$ cat src/rtl/point_frame_tx.sv
// point_frame_tx
// Serializes a drawing list of 25-bit vector points into the framed 8N1 byte
// stream expected by the display's UART point receiver.
//
// Frame: A5, cnt_lo, cnt_hi, { w[7:0], w[15:8], w[23:16], {7'b0,w[24]} } x N,
//        checksum (XOR of every byte after A5).
//
// Ports:
//   clk, reset      system clock, synchronous active-high reset
//   start           request one frame (sampled only in IDLE)
//   num_points      point count, latched when start is accepted
//   rd_addr         point RAM read address
//   rd_data         point RAM data, valid one cycle after rd_addr
//   tx              UART line, idle high
//   busy            high while a frame is in progress
//   done            one-cycle pulse at frame completion
//   dbg_top_state   current frame-level FSM state
//   dbg_ser_state   current bit-serializer state
//
// Handshake: start is a level request; it is accepted on any clock edge where
// the FSM is in IDLE, and ignored otherwise. There is no backpressure on tx.
module point_frame_tx #(
  parameter int CLKS_PER_BIT = 104
) (
  input  logic        clk,
  input  logic        reset,
  input  logic        start,
  input  logic [10:0] num_points,
  output logic [10:0] rd_addr,
  input  logic [24:0] rd_data,
  output logic        tx,
  output logic        busy,
  output logic        done,
  output logic [3:0]  dbg_top_state,
  output logic [1:0]  dbg_ser_state
);

  localparam int CW = $clog2(CLKS_PER_BIT);

  typedef enum logic [3:0] {
    S_IDLE, S_SYNC, S_CNT_LO, S_CNT_HI,
    S_PT_B0, S_PT_B1, S_PT_B2, S_PT_B3,
    S_CSUM, S_FIN
  } top_state_t;

  typedef enum logic [1:0] {
    SER_START, SER_DATA, SER_STOP
  } ser_state_t;

  top_state_t    state_q, state_d;
  ser_state_t    ser_q, ser_d;
  logic [CW-1:0] cnt_q, cnt_d;
  logic [2:0]    idx_q, idx_d;
  logic [10:0]   n_q, n_d;
  logic [10:0]   addr_q, addr_d;
  logic [24:0]   word_q, word_d;
  logic [7:0]    csum_q, csum_d;

  logic [7:0]    cur_byte;
  logic          bit_end;
  logic          sending;

  always_ff @(posedge clk) begin
    if (reset) begin
      state_q <= S_IDLE;
      ser_q   <= SER_START;
      cnt_q   <= '0;
      idx_q   <= '0;
      n_q     <= '0;
      addr_q  <= '0;
      word_q  <= '0;
      csum_q  <= '0;
    end else begin
      state_q <= state_d;
      ser_q   <= ser_d;
      cnt_q   <= cnt_d;
      idx_q   <= idx_d;
      n_q     <= n_d;
      addr_q  <= addr_d;
      word_q  <= word_d;
      csum_q  <= csum_d;
    end
  end

  // Byte currently on the wire is a pure function of the frame state, so no
  // separate shift register is needed.
  always_comb begin
    cur_byte = 8'h00;
    case (state_q)
      S_SYNC:   cur_byte = 8'hA5;
      S_CNT_LO: cur_byte = n_q[7:0];
      S_CNT_HI: cur_byte = {5'b0, n_q[10:8]};
      S_PT_B0:  cur_byte = word_q[7:0];
      S_PT_B1:  cur_byte = word_q[15:8];
      S_PT_B2:  cur_byte = word_q[23:16];
      S_PT_B3:  cur_byte = {7'b0, word_q[24]};
      S_CSUM:   cur_byte = csum_q;
      default:  cur_byte = 8'h00;
    endcase
  end

  assign sending = (state_q != S_IDLE) && (state_q != S_FIN);
  assign bit_end = (cnt_q == CW'(CLKS_PER_BIT - 1));

  always_comb begin
    state_d = state_q;
    ser_d   = ser_q;
    cnt_d   = cnt_q;
    idx_d   = idx_q;
    n_d     = n_q;
    addr_d  = addr_q;
    word_d  = word_q;
    csum_d  = csum_q;

    case (state_q)
      S_IDLE: begin
        if (start) begin
          state_d = S_SYNC;
          ser_d   = SER_START;
          cnt_d   = '0;
          idx_d   = '0;
          n_d     = num_points;
          addr_d  = '0;
          csum_d  = '0;
        end
      end
      S_FIN: state_d = S_IDLE;
      default: begin
        if (!bit_end) begin
          cnt_d = cnt_q + 1'b1;
        end else begin
          cnt_d = '0;
          case (ser_q)
            SER_START: begin
              ser_d = SER_DATA;
              idx_d = '0;
            end
            SER_DATA: begin
              if (idx_q == 3'd7) ser_d = SER_STOP;
              else               idx_d = idx_q + 3'd1;
            end
            default: begin
              // Stop bit finished: the next byte's start bit follows
              // immediately, with no idle gap.
              ser_d = SER_START;
              if (state_q != S_SYNC && state_q != S_CSUM)
                csum_d = csum_q ^ cur_byte;
              case (state_q)
                S_SYNC:   state_d = S_CNT_LO;
                S_CNT_LO: state_d = S_CNT_HI;
                S_CNT_HI: state_d = (n_q != 11'd0) ? S_PT_B0 : S_CSUM;
                S_PT_B0:  state_d = S_PT_B1;
                S_PT_B1:  state_d = S_PT_B2;
                S_PT_B2:  state_d = S_PT_B3;
                // addr_q already counts the points fetched so far.
                S_PT_B3:  state_d = (addr_q != n_q) ? S_PT_B0 : S_CSUM;
                default:  state_d = S_FIN;
              endcase
              // The word register is loaded on the edge that enters PT_B0,
              // so it is valid from the first cycle of that state; the
              // address has been stable since the previous fetch.
              if (state_d == S_PT_B0) begin
                word_d = rd_data;
                addr_d = addr_q + 11'd1;
              end
            end
          endcase
        end
      end
    endcase
  end

  always_comb begin
    tx = 1'b1;
    if (sending) begin
      case (ser_q)
        SER_START: tx = 1'b0;
        SER_DATA:  tx = cur_byte[idx_q];
        default:   tx = 1'b1;
      endcase
    end
  end

  assign busy          = sending;
  assign done          = (state_q == S_FIN);
  assign rd_addr       = addr_q;
  assign dbg_top_state = state_q;
  assign dbg_ser_state = ser_q;

endmodule

$ cat config.mk
export PLATFORM = sky130hd
export DESIGN_NAME = point_frame_tx
export DESIGN_NICKNAME = d
export VERILOG_FILES = /design/src/rtl/point_frame_tx.sv
export SDC_FILE = /design/constraint.sdc
export NUM_CORES = 1
export LEC_CHECK = 0
export ABC_AREA = 1
export CAP_MARGIN = 15
export CORE_MARGIN = 5
export CORE_UTILIZATION = 35
export DETAILED_ROUTE_END_ITERATION = 16
export PLACE_DENSITY = 0.61
export SLEW_MARGIN = 20
export SYNTH_ARGS = -nofsm -noshare
export SYNTH_HDL_FRONTEND = slang
export SYNTH_SLANG_ARGS = --single-unit
$ cat constraint.sdc
create_clock -name clk -period 2.7 [get_ports clk]
set_input_delay 0.54 -clock clk [delete_from_list [all_inputs] [get_ports clk]]
set_output_delay 0.54 -clock clk [all_outputs]
set_load 0.01 [all_outputs]
==> flow_summary.yaml <==
logic_synthesis:
  syn_nets: 633
  yosysTopAreaCellShare_pct: 34.9
  ys_ff_latch: 71
  ys_seq_area_share_pct: 34.9
  avgSynthCellArea_um2: 6.90
  yosysTopAreaCell: "dfxtp_1"
  synth_cells: 590
  synth_cell_type_count: 37
  synthTopCellsByArea: "dfxtp_1 (35%), nand2_1 (15%), nand3_1 (6.8%)"
  synth.cell_area_um2: 4070
  synth_warnings: 0
layout:
  nets: 699
  fill_cells: 1193
  final_cells: 803
  layout-drive-gt1-share_pct: 17.0
  num_antenna_cells: 0
  area_growth_pct: 27.6
floorplan:
  design.core.area_um2: 11400
  initial_core_util_pct: 35.7
  ios: 59
  dieArea_um2: 13900
  dieHeight_um: 118
  num_rows: 39
  die_w_um: 118
place:
  dp.cells: 785
  gp_congestion: 0.924
  dpl.hpwl_um: 8560
  pre_cts_ws_ns: 0.0617
  portBuffers: 58
route:
  drt_iter0_drc: 333
  antenna_left: 0
  viasPerCell: 4.96
  wirelength_um: 11600
  dr.pass1.iters: 5
  vias: 3983
  wire_per_inst_um: 14.4
  post-route-drc-count: 0
global_route:
  antenna_found_initial: 0
  grt_pass1_vias: 3867
  track_usage_pct: 16.8
  grt_pass1_wl_um: 19200
  grt_start_max_net_pins: 49
  grt-ovfl-total: 0
timing:
  max_freq_mhz: 388
  fin_crit_sh_pct: 95.5
  holdWs_ns: 0.466
  tightest_slew_ns: 0.654
  min_period_ns: 2.58
  hold_violations: 0
  worst_slack_ns: 0.121
  finalMaxSlewViolations: 0
  rsz0062_at_grt: "false"
  finalSetupViolCount: 0
  fin_skew_ns: 0.00749
  fin_tns_setup_ns: 0
  relSlewSlack_pct: 56.4
clock_tree:
  cts_made_buffers: 9
  clk_latency_ns: 0.33
  cts.sinks: 71
  root_buffer: "clkbuf_16"
  cts_tree: "built"
  clk_path_buf_depth: 2
  cts_max_level: 3
  ctsHoldBuffers: 0
  path_clk_slew_ns: 0.05
worst_setup_path:
  path_common_cell: "buf_4"
  arrival_ns: 2.04
  endpoint_kind: "output pin"
  criticalPathCategory: "register to output pin"
  cp_cell_sequence: "buf_4 > nor2_4 > buf_4 > nand2_2 > inv_2 > nor2_1 > clkdlybuf4s50_1"
  critical_path_peak_fanout: 6
  path_buf_inv: 4
  critical_path.top_delay_family: "buffers and inverters"
  worst_path_largest_cell_delay_ns: 0.56
  slowest_stage: "clkdlybuf4s50_1"
  crit_path_start_kind: "register"
  worstPathRequired_ns: 2.16
pwr:
  p_leak_uw: 0.00197
  max-vdd-ir-drop_mv: 0.364
  p_per_area_nw_per_um2: 847
run_status:
  status: "complete, no violations"
job:
  drv_cap: 0
worst_hold_path:
  hold_class: "register to register"
==> metal layers <==
| metal | vias up | global-route usage (%) | wire length [µm] |
|---|---|---|---|
| met2 | 101 | 27.5 | 5610 |
| met4 | 0 | 6.59 | 206 |
| met5 | - | 0 | 0 |
| met3 | 15 | 2.31 | 470 |
| li1 | 2038 | - | - |
| met1 | 1829 | 22.2 | 5280 |
==> synthesized netlist by cell type <==
cell type,number
buf_6,2
buf_2,2
o311ai_1,1
inv_1,55
nand2_4,22
a211oi_1,9
ha_1,4
nand2_1,164
nand2_2,3
dfxtp_1,71
inv_2,8
a31oi_1,1
nor4_1,2
buf_1,1
nand3_2,1
nand3_1,55
buf_4,3
or2_2,1
nand3b_2,1
o21ai_1,2
nor2_4,3
nor2_2,4
xnor2_1,2
nand4_1,3
nor2_1,54
nor3_1,3
o21a_1,1
o21ai_0,21
a21oi_1,49
xor2_1,7
a21oi_2,20
a221oi_1,1
clkbuf_1,9
nand4_2,1
inv_4,1
buf_12,2
a31o_2,1
==> power by group <==
group | internal [µW] | total (µW) | switching [µW] | leakage [µW]
Sequential | 1190 | 1330 | 136 | 0.000578
Clock | 759 | 1190 | 435 | 0.000145
Combinational | 657 | 1880 | 1220 | 0.00125
Total | 2610 | 4400 | 1790 | 0.00197
==> tightest hold or removal path: stages (launching register included) <==
cell	delay, ns
dfxtp_1	0.31
nand2_1	0.06
a21oi_1	0.05
==> cell families after synthesis <==
| kind of cell | synth area share (%) |
|---|---|
| flops | 34.9 |
| fa+ha+maj | 1.23 |
| buf+inv | 9.21 |
| xor+xnor | 1.93 |
| compound gates | 15.8 |
| simple gates | 36.9 |
==> through the flow <==
step                cell area [µm²]  util, %  power [µW]
floorplan                      4070        -        2530
global placement               4830     42.3        3120
detailed placement             4830     42.3        3160
CTS                            5150     45.1        4370
global route                   5200     45.5        4690
finish                         5200     45.5        4400
==> state kept, by name, indices dropped and copies added, names as in the netlist <==
name           flops
rd_addr           11
dbg_ser_state      2
idx_q              3
cnt_q              7
csum_q             8
word_q            25
n_q               11
dbg_top_state      4
==> cell type report <==
| type | instances | area, µm² | share of cell area, % |
|---|---|---|---|
| clock buffers | 12 | 256 | 4.94 |
| clock inverters | 3 | 42.5 | 0.818 |
| inverters | 64 | 245 | 4.72 |
| multi-input cells | 436 | 2330 | 44.8 |
| flip-flops and latches | 71 | 1430 | 27.5 |
| well taps | 143 | 179 | 3.44 |
| repair buffers | 74 | 719 | 13.8 |
==> worst paths after layout <==
kind,end,cells past startpoint,slack (ns),start
max,busy,7,0.12,dbg_top_state[2]
min,csum_q[5],2,0.47,csum_q[5]
max reg2reg,csum_q[0],12,0.42,dbg_top_state[2]
min reg2reg,csum_q[5],2,0.47,csum_q[5]
==> cell usage in the layout (no fill, tap or decap), drive strengths merged, types with 2 or more instances in the layout <==
master           n
nand2          189
dfxtp           71
a21oi           69
inv             64
nor2            61
clkdlybuf4s50   56
nand3           56
o21ai           23
buf             17
clkbuf          13
a211oi           9
xor2             7
ha               4
nand4            4
nor3             3
xnor2            2
nor4             2
==> what timing repair did <==
item / in CTS / in global routing
pin swaps: 3 / 1
gates resized for setup: 8 / 16
setup endpoints to repair: 1 / 1
gates cloned: 0 / 0
buffers inserted: 1 / 2
(Power assumes the default switching activity.)
